**src/rtl/apu_pkg.sv**
```systemverilog
// Shared step-table constants and types for the frame sequencer.
// FRAME_IRQ_EN selects whether the frame interrupt flag is built.
package apu_pkg;

  typedef logic [2:0] step_t;

  // Bit n of each mask marks the pulse issued when step n ticks.
  localparam logic [4:0] QMASK4 = 5'b01111;
  localparam logic [4:0] HMASK4 = 5'b01010;
  localparam logic [4:0] QMASK5 = 5'b10111;
  localparam logic [4:0] HMASK5 = 5'b10010;

  localparam int MODE_FIVE = 1;
  localparam int MODE_INH  = 0;

  localparam step_t LAST4 = 3'd3;
  localparam step_t LAST5 = 3'd4;
  localparam step_t IRQ_STEP = 3'd3;

endpackage

```
**src/rtl/frame_prescaler.sv**
```systemverilog
// Divides clk down to the sequencer step rate.
// tick is high on the last count of each QDIV-cycle period.
module frame_prescaler #(
  parameter int QDIV = 4
) (
  input  logic clk,
  input  logic reset,
  input  logic clear,
  output logic tick
);

  localparam int W = $clog2(QDIV);

  logic [W-1:0] r_cnt;

  assign tick = (r_cnt == W'(QDIV - 1));

  always_ff @(posedge clk) begin
    if (reset || clear) begin
      r_cnt <= '0;
    end else if (tick) begin
      r_cnt <= '0;
    end else begin
      r_cnt <= r_cnt + W'(1);
    end
  end

endmodule

```
**src/rtl/frame_sequencer.sv**
```systemverilog
// Quarter/half-frame enable generator with 4-step and 5-step modes.
// Define FRAME_IRQ_EN to build the frame interrupt flag.
module frame_sequencer
  import apu_pkg::*;
#(
  parameter int CLK_HZ  = 12_000_000,
  parameter int STEP_HZ = 240
) (
  input  logic       clk,
  input  logic       reset,
  input  logic       mode_wr,
  input  logic [1:0] mode_data,
  input  logic       irq_ack,
  output logic       enable_240hz,
  output logic       enable_120hz,
  output logic       frame_irq,
  output logic [2:0] step,
  output logic       five_step_mode
);

  localparam int QDIV = CLK_HZ / STEP_HZ;

  logic       w_tick;
  logic [4:0] w_qm;
  logic [4:0] w_hm;
  logic       w_last;
  step_t      r_step;
  logic       r_five;
  logic       r_q;
  logic       r_h;

  frame_prescaler #(.QDIV(QDIV)) u_pre (
    .clk  (clk),
    .reset(reset),
    .clear(mode_wr),
    .tick (w_tick)
  );

  assign w_qm   = r_five ? QMASK5 : QMASK4;
  assign w_hm   = r_five ? HMASK5 : HMASK4;
  assign w_last = (r_step == (r_five ? LAST5 : LAST4));

  // A mode write restarts the frame and swallows any coincident tick.
  always_ff @(posedge clk) begin
    if (reset) begin
      r_step <= '0;
      r_five <= 1'b0;
      r_q    <= 1'b0;
      r_h    <= 1'b0;
    end else begin
      r_q <= 1'b0;
      r_h <= 1'b0;
      if (mode_wr) begin
        r_five <= mode_data[MODE_FIVE];
        r_step <= '0;
        if (mode_data[MODE_FIVE]) begin
          r_q <= 1'b1;
          r_h <= 1'b1;
        end
      end else if (w_tick) begin
        r_q    <= w_qm[r_step];
        r_h    <= w_hm[r_step];
        r_step <= w_last ? '0 : r_step + 3'd1;
      end
    end
  end

`ifdef FRAME_IRQ_EN
  logic r_inh;
  logic r_irq;
  logic w_set;
  logic w_clr;

  assign w_set = w_tick & ~mode_wr & ~r_five & ~r_inh
               & (r_step == IRQ_STEP);
  assign w_clr = irq_ack | (mode_wr & mode_data[MODE_INH]);

  always_ff @(posedge clk) begin
    if (reset) begin
      r_inh <= 1'b0;
      r_irq <= 1'b0;
    end else begin
      if (mode_wr) begin
        r_inh <= mode_data[MODE_INH];
      end
      if (w_set) begin
        r_irq <= 1'b1;
      end else if (w_clr) begin
        r_irq <= 1'b0;
      end
    end
  end

  assign frame_irq = r_irq;
`else
  logic w_unused;
  assign w_unused  = ^{irq_ack, mode_data[MODE_INH]};
  assign frame_irq = 1'b0;
`endif

  assign enable_240hz   = r_q;
  assign enable_120hz   = r_h;
  assign step           = r_step;
  assign five_step_mode = r_five;

endmodule

```
**config.mk**
```make
export PLATFORM = sky130hd
export DESIGN_NAME = frame_sequencer
export DESIGN_NICKNAME = d
export VERILOG_FILES = /design/src/rtl/apu_pkg.sv /design/src/rtl/frame_prescaler.sv /design/src/rtl/frame_sequencer.sv
export SDC_FILE = /design/constraint.sdc
export NUM_CORES = 1
export LEC_CHECK = 0
export ABC_AREA = 0
export BUFFER_PORTS_ARGS = -buffer_cell sky130_fd_sc_hd__buf_2
export CAP_MARGIN = 10
export CORE_MARGIN = 3
export CORE_UTILIZATION = 59
export DETAILED_ROUTE_END_ITERATION = 10
export GPL_ROUTABILITY_DRIVEN = 0
export GPL_TIMING_DRIVEN = 0
export HOLD_SLACK_MARGIN = 0.15
export PLACE_DENSITY_LB_ADDON = 0.3
export SKIP_CTS_REPAIR_TIMING = 1
export SYNTH_ARGS = -nofsm -noshare
export SYNTH_HDL_FRONTEND = slang
export SYNTH_SLANG_ARGS = --single-unit
```
**constraint.sdc**
```tcl
create_clock -name clk -period 3.41 [get_ports clk]
set_clock_uncertainty 0.05 [all_clocks]
set_input_delay 0.682 -clock clk [delete_from_list [all_inputs] [get_ports clk]]
set_output_delay 0.682 -clock clk [all_outputs]
set_load 0.01 [all_outputs]
```
==> flow_summary.ini <==
[run_status]
outcome = finished clean

[min_path]
holdCritPathClass = register to register

[setup_path]
crit_path_end = u_pre.r_cnt[14]
slowest_stage_delay_on_critical_path_ns = 0.57
crit-reg2reg-capture = u_pre.r_cnt[14]
setup.worst_path.start_class = register
crit_start = u_pre.r_cnt[10]
worstRegToRegCells = 5
worst-r2r-setup-slack_ns = 1.42
critical_path_arrival_ns = 2.16
worst-path-max-fanout = 10
critPathSlowestCell = or4b_4
timing.critical_path.cells = or4b_4 -> nor4_4 -> or2b_2 -> buf_6 -> nor2_1
worstSetupPathType = register to register
end_kind = register
critical-path-top-delay-family = simple AND/OR/NAND/NOR gates
worst_r2r_startpoint = u_pre.r_cnt[10]
timing.critical_path.required_ns = 3.58
cp_num_cells = 5
worstPathBufferInverterCount = 1

[routing]
detail_route.wl_per_cell_um = 11.8
detailedRoute.firstPassIterationCount = 4
viasPerCell = 5.43
routed_wl_mm = 1.88
num_vias = 869
drt_first_iter_violations = 15
antenna_violating_nets_post_route = 0
drc_errors = 0

[global_route]
globalRoute.totalOverflow = 0
grt_first_pass_wirelength_mm = 3.48
grt_start_max_net_pins = 14
grt_use_total_pct = 18.6
vias_in_the_first_global_route = 831
antenna_found_initial = 0

[placement]
dp.cells = 156
io_buffer_count = 9
dpl_hpwl_mm = 1.38

[floorplanning]
row_count = 14
top_level_ports = 13
floorplan.die_area_mm2 = 0.00235
die-width_um = 48.4
start_util_pct = 66.6
core-area_mm2 = 0.00159
die_height_um = 48.4

[logic_synthesis]
synth_seq_area_share_pct = 41.5
count_of_unique_library_cells_instantiated_by_yosys = 28
syn-num-nets = 134
synthesis.area_mm2 = 0.00106
synth.yosys.warnings = 0
yosys_reg_bits = 22
syn_inst = 123
synth.avg_cell_area_um2 = 8.64

[cts]
clock_sinks = 22
ctsLongestPathBuffers = 2
tritoncts = built
ctsRootBufferMaster = clkbuf_4
cts.reportedPaths.clkPinSlew_ns = 0.13
worstSkewPairLatency_ns = 0.31
cts-htree-levels = 1
cts_buffers = 3

[finish]
final_layout_size_suffix_gt1_share_pct = 13.2
flow.area_growth_from_synthesis_pct = 12.0
instances_no_fill = 160
num_antenna_cells = 0
final_nets = 148

[sta]
period_needed_ns = 1.99
tns_ns = 0
drv_slew = 0
layout_worst_path_cycle_share_pct = 58.4
setup_viol = 0
hold_violations = 0
rsz0062_at_grt = false
fmaxAchievable_mhz = 502

[power]
power_leakage_nw = 0.421
ir_drop_mv = 0.340
power_density_mw_per_mm2 = 404

[run]
drv_cap = 0
[power breakdown]
group	switching (mW)	total [mW]	internal, mW
Sequential	0.00212	0.262	0.260
Combinational	0.0107	0.0182	0.00750
Clock	0.0817	0.201	0.119
Total	0.0946	0.481	0.386
[layout by cell type (no fill, tap or decap), drive strengths merged, types with 3 or more instances in the layout]
cell and instances:
dfxtp 22, nor2 21, xnor2 12, buf 11
nand2 10, inv 7, nand3 7, a21oi 6
nor4 6, nor3 5, ha 5, nand4 3
clkbuf 3, o21ai 3
[Yosys cell counts]
library cell | count | share of area (%)
nand3b_1 | 1 | 0.71
nor4_1 | 5 | 2.9
inv_1 | 7 | 2.5
nor2b_1 | 1 | 0.59
o21ai_1 | 1 | 0.47
o22ai_1 | 2 | 1.2
xnor2_1 | 12 | 9.9
dfxtp_1 | 22 | 41
ha_1 | 5 | 5.9
a21oi_1 | 6 | 2.8
or4b_1 | 1 | 0.94
nor2_1 | 21 | 7.4
and3b_1 | 1 | 0.82
nand2_1 | 10 | 3.5
nor3_1 | 5 | 2.4
buf_6 | 1 | 1.1
nand3_1 | 7 | 3.3
or4b_4 | 1 | 1.3
nor4_4 | 1 | 2.0
or2b_2 | 1 | 0.82
buf_4 | 1 | 0.71
mux2i_1 | 1 | 0.94
o21ai_0 | 2 | 0.94
xor2_1 | 2 | 1.6
nand4_1 | 3 | 1.8
conb_1 | 1 | 0.35
nand4b_1 | 1 | 0.82
o2111ai_1 | 1 | 0.82
[per-stage QoR]
stage | power, mW | hold slack, ns | cell area [um2] | util [%] | setup slack [ns]
floorplan | 0.279 | 0.367 | 1060 | - | 1.60
global placement | 0.286 | 0.379 | 1140 | 71.4 | 1.46
detailed placement | 0.286 | 0.397 | 1140 | 71.4 | 1.44
CTS | 0.484 | 0.415 | 1190 | 74.6 | 1.41
global route | 0.501 | 0.449 | 1190 | 74.6 | 1.28
finish | 0.481 | 0.410 | 1190 | 74.6 | 1.42
[how the worst min path moves through the flow]
| stage | start | endpoint | depth (start not counted) |
|---|---|---|---|
| floorplan | u_pre.r_cnt[0] | u_pre.r_cnt[0] | 1 |
| global route | u_pre.r_cnt[0] | u_pre.r_cnt[0] | 1 |
| CTS | u_pre.r_cnt[0] | u_pre.r_cnt[0] | 1 |
| finish | u_pre.r_cnt[0] | u_pre.r_cnt[0] | 1 |
| global placement | u_pre.r_cnt[0] | u_pre.r_cnt[0] | 1 |
| detailed placement | u_pre.r_cnt[0] | u_pre.r_cnt[0] | 1 |
[cell families after synthesis]
group / Yosys count / synth area share, %
AND/OR/NAND/NOR: 59 / 29.3
flip-flops: 22 / 41.5
XOR/XNOR: 14 / 11.5
AO/OA/AOI/OAI: 12 / 6.24
buffers and inverters: 9 / 4.24
adder cells (fa/ha/maj): 5 / 5.89
other: 1 / 0.353
multiplexers: 1 / 0.942
[routing by layer]
layer | vias to the layer above | wire length (um) | global-route usage [%]
met3 | 3 | 65 | 2.76
met2 | 20 | 927 | 33.5
met5 | - | 0 | 0
li1 | 445 | - | -
met4 | 0 | 25 | 8.53
met1 | 401 | 864 | 21.8
[worst register-to-register path: stages (launching register included)]
cell,delay [ns]
dfxtp_1,0.40
or4b_4,0.57
nor4_4,0.43
or2b_2,0.25
buf_6,0.15
nor2_1,0.05
[area by class of cell]
class | count | area, um2
clock buffer | 3 | 22.5
timing repair buffer | 9 | 45.0
buffer | 2 | 18.8
fill | 126 | 404
tap | 24 | 30.0
inverter | 7 | 26.3
sequential | 22 | 440
multi-input combinational | 92 | 577
clock inverter | 1 | 30.0
[flip-flops by register name, indices dropped and copies added (netlist names)]
name,cells
five_step_mode,1
step,3
u_pre.r_cnt,16
enable_240hz,1
enable_120hz,1
Note: power is estimated with default switching activity, not from simulation.
